`config.mk`:
```
export PLATFORM = sky130hd
export DESIGN_NAME = crc_engine_param
export DESIGN_NICKNAME = d
export VERILOG_FILES = /design/src/rtl/crc_engine_param.sv
export SDC_FILE = /design/constraint.sdc
export NUM_CORES = 1
export LEC_CHECK = 0
export ABC_CLOCK_PERIOD_IN_PS = 1900
export CAP_MARGIN = 20
export CORE_MARGIN = 3
export CORE_UTILIZATION = 41
export CTS_CLUSTER_DIAMETER = 30
export DETAILED_ROUTE_END_ITERATION = 6
export GPL_ROUTABILITY_DRIVEN = 0
export GPL_TIMING_DRIVEN = 0
export PLACE_DENSITY = 0.76
export SLEW_MARGIN = 40
export SYNTH_ARGS = -nofsm -noshare
export SYNTH_HDL_FRONTEND = slang
export SYNTH_SLANG_ARGS = --single-unit
```
`constraint.sdc`:
```
create_clock -name i_sys_clk -period 1.9 [get_ports i_sys_clk]
set_input_delay 0.57 -clock i_sys_clk [delete_from_list [all_inputs] [get_ports i_sys_clk]]
set_output_delay 0.57 -clock i_sys_clk [all_outputs]
set_load 0.02 [all_outputs]
```
`src/rtl/crc_engine_param.sv`:
```
// Beat-parallel CRC generator/checker for the I3C HDR link layer.
// Each accepted beat folds DATA_W bits into a CRC_W-bit LFSR in one cycle.
// The final CRC, and the match/error flags in check mode, are registered
// when the last beat is accepted. They are held in DONE until i_crc_ack.
module crc_engine_param #(
    parameter int                CRC_W     = 5,
    parameter int                DATA_W    = 8,
    parameter logic [CRC_W-1:0]  POLY      = 5'h05,
    parameter logic [CRC_W-1:0]  INIT      = 5'h1F,
    parameter logic [CRC_W-1:0]  XOR_OUT   = 5'h00,
    parameter bit                LSB_FIRST = 1'b0
) (
    input  logic              i_sys_clk,
    input  logic              i_sys_rst,
    input  logic              i_enable,
    input  logic              i_chk_mode,
    input  logic [DATA_W-1:0] i_data_in,
    input  logic              i_data_valid,
    input  logic              i_data_last,
    output logic              o_data_ready,
    input  logic [CRC_W-1:0]  i_rx_crc,
    output logic [CRC_W-1:0]  o_crc_value,
    output logic              o_crc_valid,
    input  logic              i_crc_ack,
    output logic              o_crc_match,
    output logic              o_crc_err,
    output logic              o_busy
);

    typedef enum logic [1:0] {IDLE, ACCUM, DONE} state_t;

    state_t             state, state_nxt;
    logic [CRC_W-1:0]   lfsr;
    logic               mode_q;
    logic               accept;
    logic               mode_eff;
    logic [CRC_W-1:0]   lfsr_base;
    logic [CRC_W-1:0]   lfsr_fold;
    logic [CRC_W-1:0]   crc_final;

    // Unrolled serial LFSR: DATA_W single-bit steps in beat order.
    function automatic logic [CRC_W-1:0] fold(input logic [CRC_W-1:0] s,
                                              input logic [DATA_W-1:0] d);
        logic [CRC_W-1:0] r;
        logic             fb;
        r = s;
        for (int i = 0; i < DATA_W; i++) begin
            fb = r[CRC_W-1] ^ (LSB_FIRST ? d[i] : d[DATA_W-1-i]);
            r  = {r[CRC_W-2:0], 1'b0} ^ (fb ? POLY : '0);
        end
        return r;
    endfunction

    assign accept    = i_data_valid & o_data_ready;
    // A frame always starts from INIT, whatever the register holds.
    assign lfsr_base = (state == IDLE) ? INIT : lfsr;
    assign lfsr_fold = fold(lfsr_base, i_data_in);
    assign crc_final = lfsr_fold ^ XOR_OUT;
    // Mode is taken live on the first beat and from the latch afterwards.
    assign mode_eff  = (state == IDLE) ? i_chk_mode : mode_q;

    // State register.
    always_ff @(posedge i_sys_clk or posedge i_sys_rst) begin
        if (i_sys_rst) state <= IDLE;
        else           state <= state_nxt;
    end

    // Next-state logic; dropping enable overrides everything, including ack.
    always_comb begin
        state_nxt = state;
        if (!i_enable) begin
            state_nxt = IDLE;
        end else begin
            case (state)
                IDLE:    if (accept) state_nxt = i_data_last ? DONE : ACCUM;
                ACCUM:   if (accept && i_data_last) state_nxt = DONE;
                DONE:    if (i_crc_ack) state_nxt = IDLE;
                default: state_nxt = IDLE;
            endcase
        end
    end

    // State-decoded outputs; ready is also gated off while reset is asserted.
    always_comb begin
        o_data_ready = i_enable & ~i_sys_rst & (state != DONE);
        o_crc_valid  = (state == DONE);
        o_busy       = (state != IDLE);
    end

    // LFSR, latched mode and registered result.
    always_ff @(posedge i_sys_clk or posedge i_sys_rst) begin
        if (i_sys_rst) begin
            lfsr        <= INIT;
            mode_q      <= 1'b0;
            o_crc_value <= '0;
            o_crc_match <= 1'b0;
            o_crc_err   <= 1'b0;
        end else if (!i_enable) begin
            lfsr        <= INIT;
            mode_q      <= 1'b0;
            o_crc_value <= '0;
            o_crc_match <= 1'b0;
            o_crc_err   <= 1'b0;
        end else if (state == DONE) begin
            if (i_crc_ack) begin
                lfsr        <= INIT;
                mode_q      <= 1'b0;
                o_crc_value <= '0;
                o_crc_match <= 1'b0;
                o_crc_err   <= 1'b0;
            end
        end else if (accept) begin
            mode_q <= mode_eff;
            if (i_data_last) begin
                lfsr        <= INIT;
                o_crc_value <= crc_final;
                o_crc_match <= mode_eff & (crc_final == i_rx_crc);
                o_crc_err   <= mode_eff & (crc_final != i_rx_crc);
            end else begin
                lfsr        <= lfsr_fold;
            end
        end
    end

endmodule

```
==> results of run 1 <==
==> timing repair <==
item                       in CTS  in global routing
pin swaps                       7                  5
buffers inserted                8                  5
setup endpoints to repair      14                  9
gates cloned                    0                  0
resized for setup              49                 12
==> worst max path at each step <==
stage | from | end | slack (ns)
detailed placement | i_data_in[6] | o_crc_err | -0.91
global placement | i_data_in[6] | o_crc_match | -0.87
CTS | lfsr[1] | o_crc_match | -0.18
floorplan | i_data_in[7] | o_crc_match | -0.13
global route | state[1] | o_crc_err | -0.26
finish | state[1] | o_crc_match | -0.19
==> cell type report <==
class	count	share of cell area, %
Inverter	3	0.687
Tap cell	28	2.14
Clock inverter	1	0.305
Sequential cell	15	23.4
Timing Repair Buffer	42	23.1
Multi-Input combinational cell	83	48.4
Clock buffer	3	1.37
Buffer	1	0.687
==> Yosys cell counts (3+ instances only) <==
cell type  count  area, um2
a21oi_1        6       30.0
dfrtp_1       10        250
dfstp_2        5        131
inv_1          3       11.3
nand2_1        9       33.8
nor2_1        13       48.8
nor2b_1        3       18.8
o21ai_0        3       15.0
o21ai_1        5       25.0
xnor2_1       19        166
==> cell usage in the layout, fill, tap and decap left out, types with 4 or more instances in the layout <==
cell type	Yosys	final
clkdlybuf4s50_1	0	17
buf_4	0	12
nand2_1	9	8
dfrtp_1	10	9
dlygate4sd2_1	0	4
dfstp_2	5	5
xnor2_1	19	9
nor2_4	1	4
xnor2_2	0	8
a21oi_1	6	6
nor2_1	13	12
==> metal layers <==
layer / part of all wire, % / GRT usage (%) / vias to the layer above / wire (um)
met5: 0 / 0 / - / 0
met4: 2.0 / 9.72 / 0 / 52
met3: 4.5 / 2.41 / 6 / 120
met2: 54 / 35.2 / 34 / 1440
met1: 39 / 23.1 / 419 / 1030
li1: - / - / 437 / -
==> stage by stage <==
stage,utilization (%),hold slack (ns)
final,72.7,0.462
after global routing,72.7,0.490
after CTS,68.5,0.508
after detailed placement,60.4,0.487
after global placement,60.4,0.456
after floorplan,-,0.468
==> flip-flops by register name (all words and copies together), names as in the netlist <==
signal and count:
mode_q 1, o_crc_value 5, o_crc_match 1, o_crc_err 1, lfsr 5, state 2
==> cells by family after synthesis <==
logic type,count (synthesis),share of synthesized area (%)
compound gates,22,14.4
xor+xnor,25,27.9
buf+inv,4,1.64
flops,15,38.5
simple gates,36,17.7
==> where the power goes <==
| part | internal (mW) | switching [mW] | total, mW |
|---|---|---|---|
| logic | 0.211 | 0.185 | 0.395 |
| clock network | 0.0783 | 0.108 | 0.186 |
| registers | 0.341 | 0.0145 | 0.355 |
==> impl_metrics.toml, run 1 <==
[detailed_routing]
wire_per_inst_um = 15.0
vias = 896
wirelength_um = 2640
dr.pass1.iters = 4
viasPerCell = 5.09
drc = 0
drt_iter0_drc = 10
drtAntennaViolNets = 0

[run]
maxCapViolations = 0

[critical_path]
crit_buf_inv = 0
crit_required_ns = 2.13
critPathLaunchType = "flip-flop"
cp_slowest_cell = "dfrtp_2"
reg2reg_from = "state[1]"
path_depth = 6
critPathCaptureType = "flip-flop"
r2r-end = "o_crc_match"
rr_worst_depth = 6
crit_type = "flip-flop to flip-flop"
max_stage_delay_ns = 0.50
arrival_ns = 2.32
ff2ff_setup_slack_ns = -0.19
cp_max_fo = 6
cp_top_family = "simple AND/OR/NAND/NOR gates"
path_cells = "nor2_4 > nor2_4 > xnor3_1 > or3_4 > a221oi_4 > a22o_1"
cpMostUsedCell = "nor2_4"

[layout]
syn2layout_area_growth_pct = 65.2
multi_input_area_um2 = 793
fillers = 167
seqCellArea_um2 = 383
layout-drive-gt1-share_pct = 37.2
diodes = 0
design_area_um2 = 1640
nets = 169
fin_cells = 176

[clocking]
cts_buffers = 3
path_clk_slew_ns = 0.09
clock_latency_ns = 0.29
cts_root_buf = "clkbuf_4"
cts_sinks = 15
cts_tree = "yes"
cts.htree.levels = 1
postCtsHoldBufs = 0
clock_path_buffers = 2

[global_route]
grt_pass1_wl_um = 4130
gr-usage-all-layers_pct = 19.7
grt_pass1_vias = 911
grt_max_degree = 16
grt.overflow.total = 0
antenna_found_initial = 0

[timing]
hold_viol = 0
drv_slew = 0
clock_skew_ns = 0.00346
clock.fmax_ghz = 0.479
slew_headroom_pct = 61.8
worst_slew_pin_slew_ns = 0.572
setup_ws_ns = -0.189
tns_ns = -0.390
finalCriticalPeriod_ns = 2.09
min_period_over_period_pct = 110
rsz0062_at_grt = "yes"
setup_violations = 3

[yosys]
synth_nets = 122
netlist_instances = 102
syn_area_per_cell_um2 = 9.73
yosysSeqAreaShare_pct = 38.5
postSynth.asyncResetShare_pct = 100
ys_types = 31
ys_ff_latch = 15
synth_flop_cell = "dfrtp_1"
syn_area_um2 = 992
ys_warn_count = 0
synth_edf_count = 0

[placement]
place_inst = 159
place_hpwl_um = 1860
dp_slack_ns = -0.910
port_buffers = 29
placed_cell_area_um2 = 1360

[status]
outcome = "finished, violations left"
violations = "setup timing"

[pwr]
power.leakage_nw = 0.733
powerDensity_nw_per_um2 = 572
ir_drop_v = 0.000316
p_total_mw = 0.937

[floorplanning]
initial_utilization_pct = 44.0
core_um2 = 2250
io_pins = 30
die_h_um = 55.2
die_area_um2 = 3050
die_w_um = 55.2
num_rows = 17

[hold_path]
hold_class = "input pin to async pin"
(Power assumes the default switching activity.)
==> run 2: changes to the inputs <==
--- a/config.mk
+++ b/config.mk
@@ -9,12 +9,13 @@
 export CAP_MARGIN = 20
 export CORE_MARGIN = 3
 export CORE_UTILIZATION = 41
+export CTS_BUF_LIST = sky130_fd_sc_hd__clkbuf_16
 export CTS_CLUSTER_DIAMETER = 30
 export DETAILED_ROUTE_END_ITERATION = 6
 export GPL_ROUTABILITY_DRIVEN = 0
 export GPL_TIMING_DRIVEN = 0
 export PLACE_DENSITY = 0.76
-export SLEW_MARGIN = 40
+export SLEW_MARGIN = 15
 export SYNTH_ARGS = -nofsm -noshare
 export SYNTH_HDL_FRONTEND = slang
 export SYNTH_SLANG_ARGS = --single-unit
==> run 2 against run 1 <==
Against the previous run: the run still ends with setup timing left; combinational power is 2% higher; utilization rose by 2.3 points; count of clock-buffer cells in the layout unchanged; fmax is 2.5% lower; via count grew 0.78%; final cell count decreased by 1.1%; first-iteration DRC count unchanged; critical path depth unchanged; register-to-register slack worse by 0.05 ns.
==> impl_metrics.toml, run 2 (synthesis results as in run 1) <==
[timing]
hold_viol = 0
worst_slew_pin_slew_ns = 0.582
finalCriticalPeriod_ns = 2.14
setup_violations = 2
setup_ws_ns = -0.243
clock_skew_ns = 0.00265
drv_slew = 0
clock.fmax_ghz = 0.467
slew_headroom_pct = 61.1
min_period_over_period_pct = 113
rsz0062_at_grt = "yes"
tns_ns = -0.466

[floorplanning]
num_rows = 17
die_h_um = 55.2
initial_utilization_pct = 44.0
io_pins = 30
core_um2 = 2250
die_area_um2 = 3050
die_w_um = 55.2

[layout]
layout-drive-gt1-share_pct = 37.0
fillers = 158
seqCellArea_um2 = 384
diodes = 0
syn2layout_area_growth_pct = 70.5
mostFrequentLayoutCell = "clkdlybuf4s50_1"
top_regs = "lfsr (5), o_crc_value (5), state (2)"
layout.cells.most_common_list = "clkdlybuf4s50_1, nor2_1, buf_4"
nets = 167
fin_cells = 174
multi_input_area_um2 = 810

[pwr]
ir_drop_v = 0.000586
powerDensity_nw_per_um2 = 692
p_total_mw = 1.17
power.leakage_nw = 0.765

[detailed_routing]
met1_length_um = 1060
dr.pass1.iters = 6
drtAntennaViolNets = 0
drt_iter0_drc = 10
met2_wirelength_um = 1510
wl_met3_um = 103
viasPerCell = 5.19
wirelength_um = 2700
wire_per_inst_um = 15.5
drc = 0
vias = 903
routed.top_layer = "met4"

[global_route]
antenna_found_initial = 0
grt.overflow.total = 0
grt_max_degree = 16
grt_pass1_vias = 900
grt_pass1_wl_um = 4040
gr-usage-all-layers_pct = 19.1

[run]
maxCapViolations = 0

[status]
violations = "setup timing"
outcome = "finished, violations left"

[critical_path]
critPathLaunchType = "flip-flop"
crit_required_ns = 2.01
arrival_ns = 2.26
cp_max_fo = 3
crit_type = "flip-flop to flip-flop"
cp_slowest_cell = "dfstp_2"
critPathCaptureType = "flip-flop"
path_cells = "xnor2_2 > nor2_4 > xnor3_1 > or3_4 > a221oi_4 > o41ai_2"
max_stage_delay_ns = 0.57

[clocking]
clock_latency_ns = 0.24
clock_path_buffers = 2
cts_buffers = 3
cts.htree.levels = 1
path_clk_slew_ns = 0.05
postCtsHoldBufs = 0
cts_tree = "yes"
cts_sinks = 15
cts_root_buf = "clkbuf_16"

[placement]
place_inst = 159
place_hpwl_um = 1860
port_buffers = 29
dp_slack_ns = -0.910

[hold_path]
hold_class = "flip-flop to flip-flop"
==> run 2: changes by cell type in the layout (fill, tap and decap cells not counted), sizes merged <==
| cell | before | now |
|---|---|---|
| clkbuf | 3 | 4 |
| dlymetal6s2s | 1 | 5 |
| dlygate4sd2 | 4 | 1 |
| clkdlybuf4s15 | 3 | 1 |
| buf | 18 | 17 |
| clkdlybuf4s50 | 17 | 16 |
==> run 2: what timing repair did <==
| action | in CTS | in global routing |
|---|---|---|
| setup buffers | 3 | 9 |
| resized for setup | 35 | 29 |
| setup endpoints to repair | 15 | 10 |
| pin swaps | 7 | 17 |
==> run 2: area by class of cell <==
class                      count  area share [%]
clock buffer                   3            4.44
clock inverter                 1           0.296
inverter                       3           0.666
multi-input combinational     83            47.9
sequential                    15            22.7
tap                           28            2.07
timing repair buffer          41            22.0
==> run 2: routing by layer <==
metal  GRT usage, %  vias up
met4           8.50        0
met5              0        -
li1               -      434
met2           34.8       27
met3           2.41        2
met1           22.0      440
==> run 2: worst max-delay path, delay by kind of cell (launching register included) <==
kind,cells,cell delay (ns)
flip-flops,1,0.57
XOR/XNOR,2,0.49
AO/OA/AOI/OAI,2,0.48
AND/OR/NAND/NOR,2,0.47
==> run 2: stage by stage <==
step | hold WS, ns | area [um2] | utilization [%]
floorplan | 0.468 | 1040 | -
global placement | 0.456 | 1360 | 60.4
detailed placement | 0.487 | 1360 | 60.4
CTS | 0.498 | 1530 | 67.9
global route | 0.513 | 1690 | 75.0
finish | 0.492 | 1690 | 75.0
==> run 2: worst paths after layout <==
check                               start              to  slack (ns)  cells past startpoint
max                               lfsr[4]       o_crc_err       -0.24                      6
min                        o_crc_value[0]  o_crc_value[0]        0.49                      2
max reg2reg                       lfsr[4]       o_crc_err       -0.24                      6
min reg2reg                o_crc_value[0]  o_crc_value[0]        0.49                      2
max in group asynchronous       i_sys_rst        state[1]        0.97                      2
min in group asynchronous       i_sys_rst          mode_q        0.52                      2
==> run 2: where the power goes <==
part / leakage (nW) / internal, mW / switching (mW)
Sequential: 0.187 / 0.342 / 0.0187
Combinational: 0.537 / 0.218 / 0.184
Clock: 0.0409 / 0.281 / 0.126
==> run 3: changes to the inputs <==
--- a/config.mk
+++ b/config.mk
@@ -5,16 +5,19 @@
 export SDC_FILE = /design/constraint.sdc
 export NUM_CORES = 1
 export LEC_CHECK = 0
-export ABC_CLOCK_PERIOD_IN_PS = 1900
+export ABC_CLOCK_PERIOD_IN_PS = 1930
 export CAP_MARGIN = 20
+export CELL_PAD_IN_SITES_DETAIL_PLACEMENT = 2
+export CELL_PAD_IN_SITES_GLOBAL_PLACEMENT = 2
+export CORE_ASPECT_RATIO = 2
 export CORE_MARGIN = 3
-export CORE_UTILIZATION = 41
+export CORE_UTILIZATION = 25
 export CTS_BUF_LIST = sky130_fd_sc_hd__clkbuf_16
 export CTS_CLUSTER_DIAMETER = 30
 export DETAILED_ROUTE_END_ITERATION = 6
 export GPL_ROUTABILITY_DRIVEN = 0
 export GPL_TIMING_DRIVEN = 0
-export PLACE_DENSITY = 0.76
+export PLACE_DENSITY = 0.77
 export SLEW_MARGIN = 15
 export SYNTH_ARGS = -nofsm -noshare
 export SYNTH_HDL_FRONTEND = slang
==> constraint.sdc (replaced) <==
create_clock -name i_sys_clk -period 1.93 [get_ports i_sys_clk]
set_input_delay 0.579 -clock i_sys_clk [delete_from_list [all_inputs] [get_ports i_sys_clk]]
set_output_delay 0.579 -clock i_sys_clk [all_outputs]
set_load 0.02 [all_outputs]
==> run 3 against run 2 <==
Against the previous run: clock skew is 0.0013 ns lower; largest cell class unchanged; clock power hardly changed; via count is 7.0% higher; highest routed layer unchanged; sequential share of layout area is 1.5 points lower; routed wire length is 48% higher; the run still ends with setup timing left; die area is 58% higher; sequential cell count stayed put; first-iteration DRC count stayed put; global-route usage is 3.4 points lower; largest power group is now combinational cells; utilization is 27 points lower; register-to-register slack better by 0.09 ns; count of clock-buffer cells in the layout stayed put.
==> impl_metrics.toml, run 3 (synthesis results as in run 1) <==
[status]
outcome = "finished, violations left"
violations = "setup timing"

[detailed_routing]
wirelength_um = 3980
drt_iter0_drc = 10
drtAntennaViolNets = 0
wire_per_inst_um = 19.6
vias = 966
drc = 0
viasPerCell = 4.76
dr.pass1.iters = 3

[timing]
setup_ws_ns = -0.151
rsz0062_at_grt = "yes"
worst_slew_pin_slew_ns = 0.612
tns_ns = -0.275
hold_slack_ns = 0.482
drv_slew = 0
hold_viol = 0
min_period_over_period_pct = 108
setup_violations = 2
clock.fmax_ghz = 0.481
clock_skew_ns = 0.00134
slew_headroom_pct = 59.1
finalCriticalPeriod_ns = 2.08

[pwr]
power.leakage_nw = 0.792
powerDensity_nw_per_um2 = 676
p_total_mw = 1.22
ir_drop_v = 0.000388

[clocking]
clock_path_buffers = 2
path_clk_slew_ns = 0.05
cts_sinks = 15
cts.htree.levels = 1
cts_root_buf = "clkbuf_16"
postCtsHoldBufs = 0
cts_buffers = 3
cts_tree = "yes"
clock_latency_ns = 0.25

[critical_path]
crit_buf_inv = 1
critPathCaptureType = "flip-flop"
max_stage_delay_ns = 0.43
cp_slowest_cell = "xnor3_1"
cp_top_family = "XOR/XNOR gates"
arrival_ns = 2.26
path_cells = "clkdlybuf4s15_2 > xnor2_4 > xnor3_1 > or3_4 > a221oi_4 > a22o_1"
cp_max_fo = 2
critPathLaunchType = "input pin"
crit_required_ns = 2.11
crit_type = "input pin to flip-flop"

[global_route]
grt_max_degree = 16
grt.overflow.total = 0
grt_pass1_wl_um = 5460
gr-usage-all-layers_pct = 15.7
grt_pass1_vias = 1040
antenna_found_initial = 0

[floorplanning]
die_h_um = 95.1
core_um2 = 3720
die_area_um2 = 4810
initial_utilization_pct = 26.6
num_rows = 31
io_pins = 30
die_w_um = 50.5

[layout]
syn2layout_area_growth_pct = 81.7
design_area_um2 = 1800
nets = 175
diodes = 0
mostFrequentLayoutCell = "buf_4"
layout-drive-gt1-share_pct = 41.6
fin_cells = 203
top_regs = "lfsr (5), o_crc_value (5), state (2)"
final_util_pct = 48.4
layout.cells.most_common_list = "buf_4, clkdlybuf4s50_1, nor2_1"
fillers = 389

[placement]
placed_cell_area_um2 = 1390
dp_slack_ns = -0.938
place_inst = 180
place_hpwl_um = 2450
port_buffers = 29

[hold_path]
hold_class = "flip-flop to flip-flop"

[run]
maxCapViolations = 0
[run 3: cell count changes in the layout (fill, tap and decap cells not counted), moves of 2 or more]
| cell | delta |
|---|---|
| dlymetal6s2s_1 | -3 |
| buf_4 | +8 |
| xnor2_4 | +2 |
| xnor2_1 | -2 |
| clkdlybuf4s15_2 | +2 |
[run 3: worst paths after layout]
check	start	to	slack, ns	depth (start not counted)
worst max register to register	lfsr[4]	o_crc_match	-0.15	6
max in group asynchronous	i_sys_rst	state[1]	0.97	2
worst min-delay path	o_crc_value[1]	o_crc_value[1]	0.48	2
worst min register to register	o_crc_value[1]	o_crc_value[1]	0.48	2
worst max-delay path	i_data_in[4]	o_crc_match	-0.15	6
min in group asynchronous	i_sys_rst	o_crc_value[4]	0.53	2
[run 3: worst register-to-register path, stage by stage (launching register included)]
cell,delay [ns]
dfstp_2,0.57
xnor2_2,0.15
nor2_4,0.07
xnor3_1,0.35
or3_4,0.36
a221oi_4,0.32
a22o_1,0.18
[run 3: layout make-up]
type	count	area, um2	area share (%)
Timing Repair Buffer	48	420	23.3
Buffer	1	11.3	0.625
Sequential cell	15	383	21.2
Multi-Input combinational cell	83	837	46.4
Inverter	3	11.3	0.625
Clock inverter	1	3.75	0.208
Clock buffer	3	75.1	4.16
Tap cell	49	61.3	3.40
[run 3: per-layer routing]
metal | vias up | GRT usage (%) | share of wire, %
li1 | 449 | - | -
met1 | 482 | 14.6 | 31
met2 | 26 | 32.5 | 63
met3 | 9 | 1.10 | 2.9
met4 | 0 | 7.42 | 3.1
met5 | - | 0 | 0
[run 3: repair_timing]
item                                    4_1_cts  5_1_grt
setup buffers                                 9       10
endpoints found under the setup margin       16       12
resized for setup                            53       24
gates cloned                                  0        0
pin swaps                                    14       11
[run 3: power breakdown]
part / internal, mW / leakage, nW / total [mW] / switching, mW
clock network: 0.275 / 0.0423 / 0.410 / 0.135
logic: 0.245 / 0.561 / 0.455 / 0.211
registers: 0.337 / 0.188 / 0.353 / 0.0161
total: 0.856 / 0.792 / 1.22 / 0.362
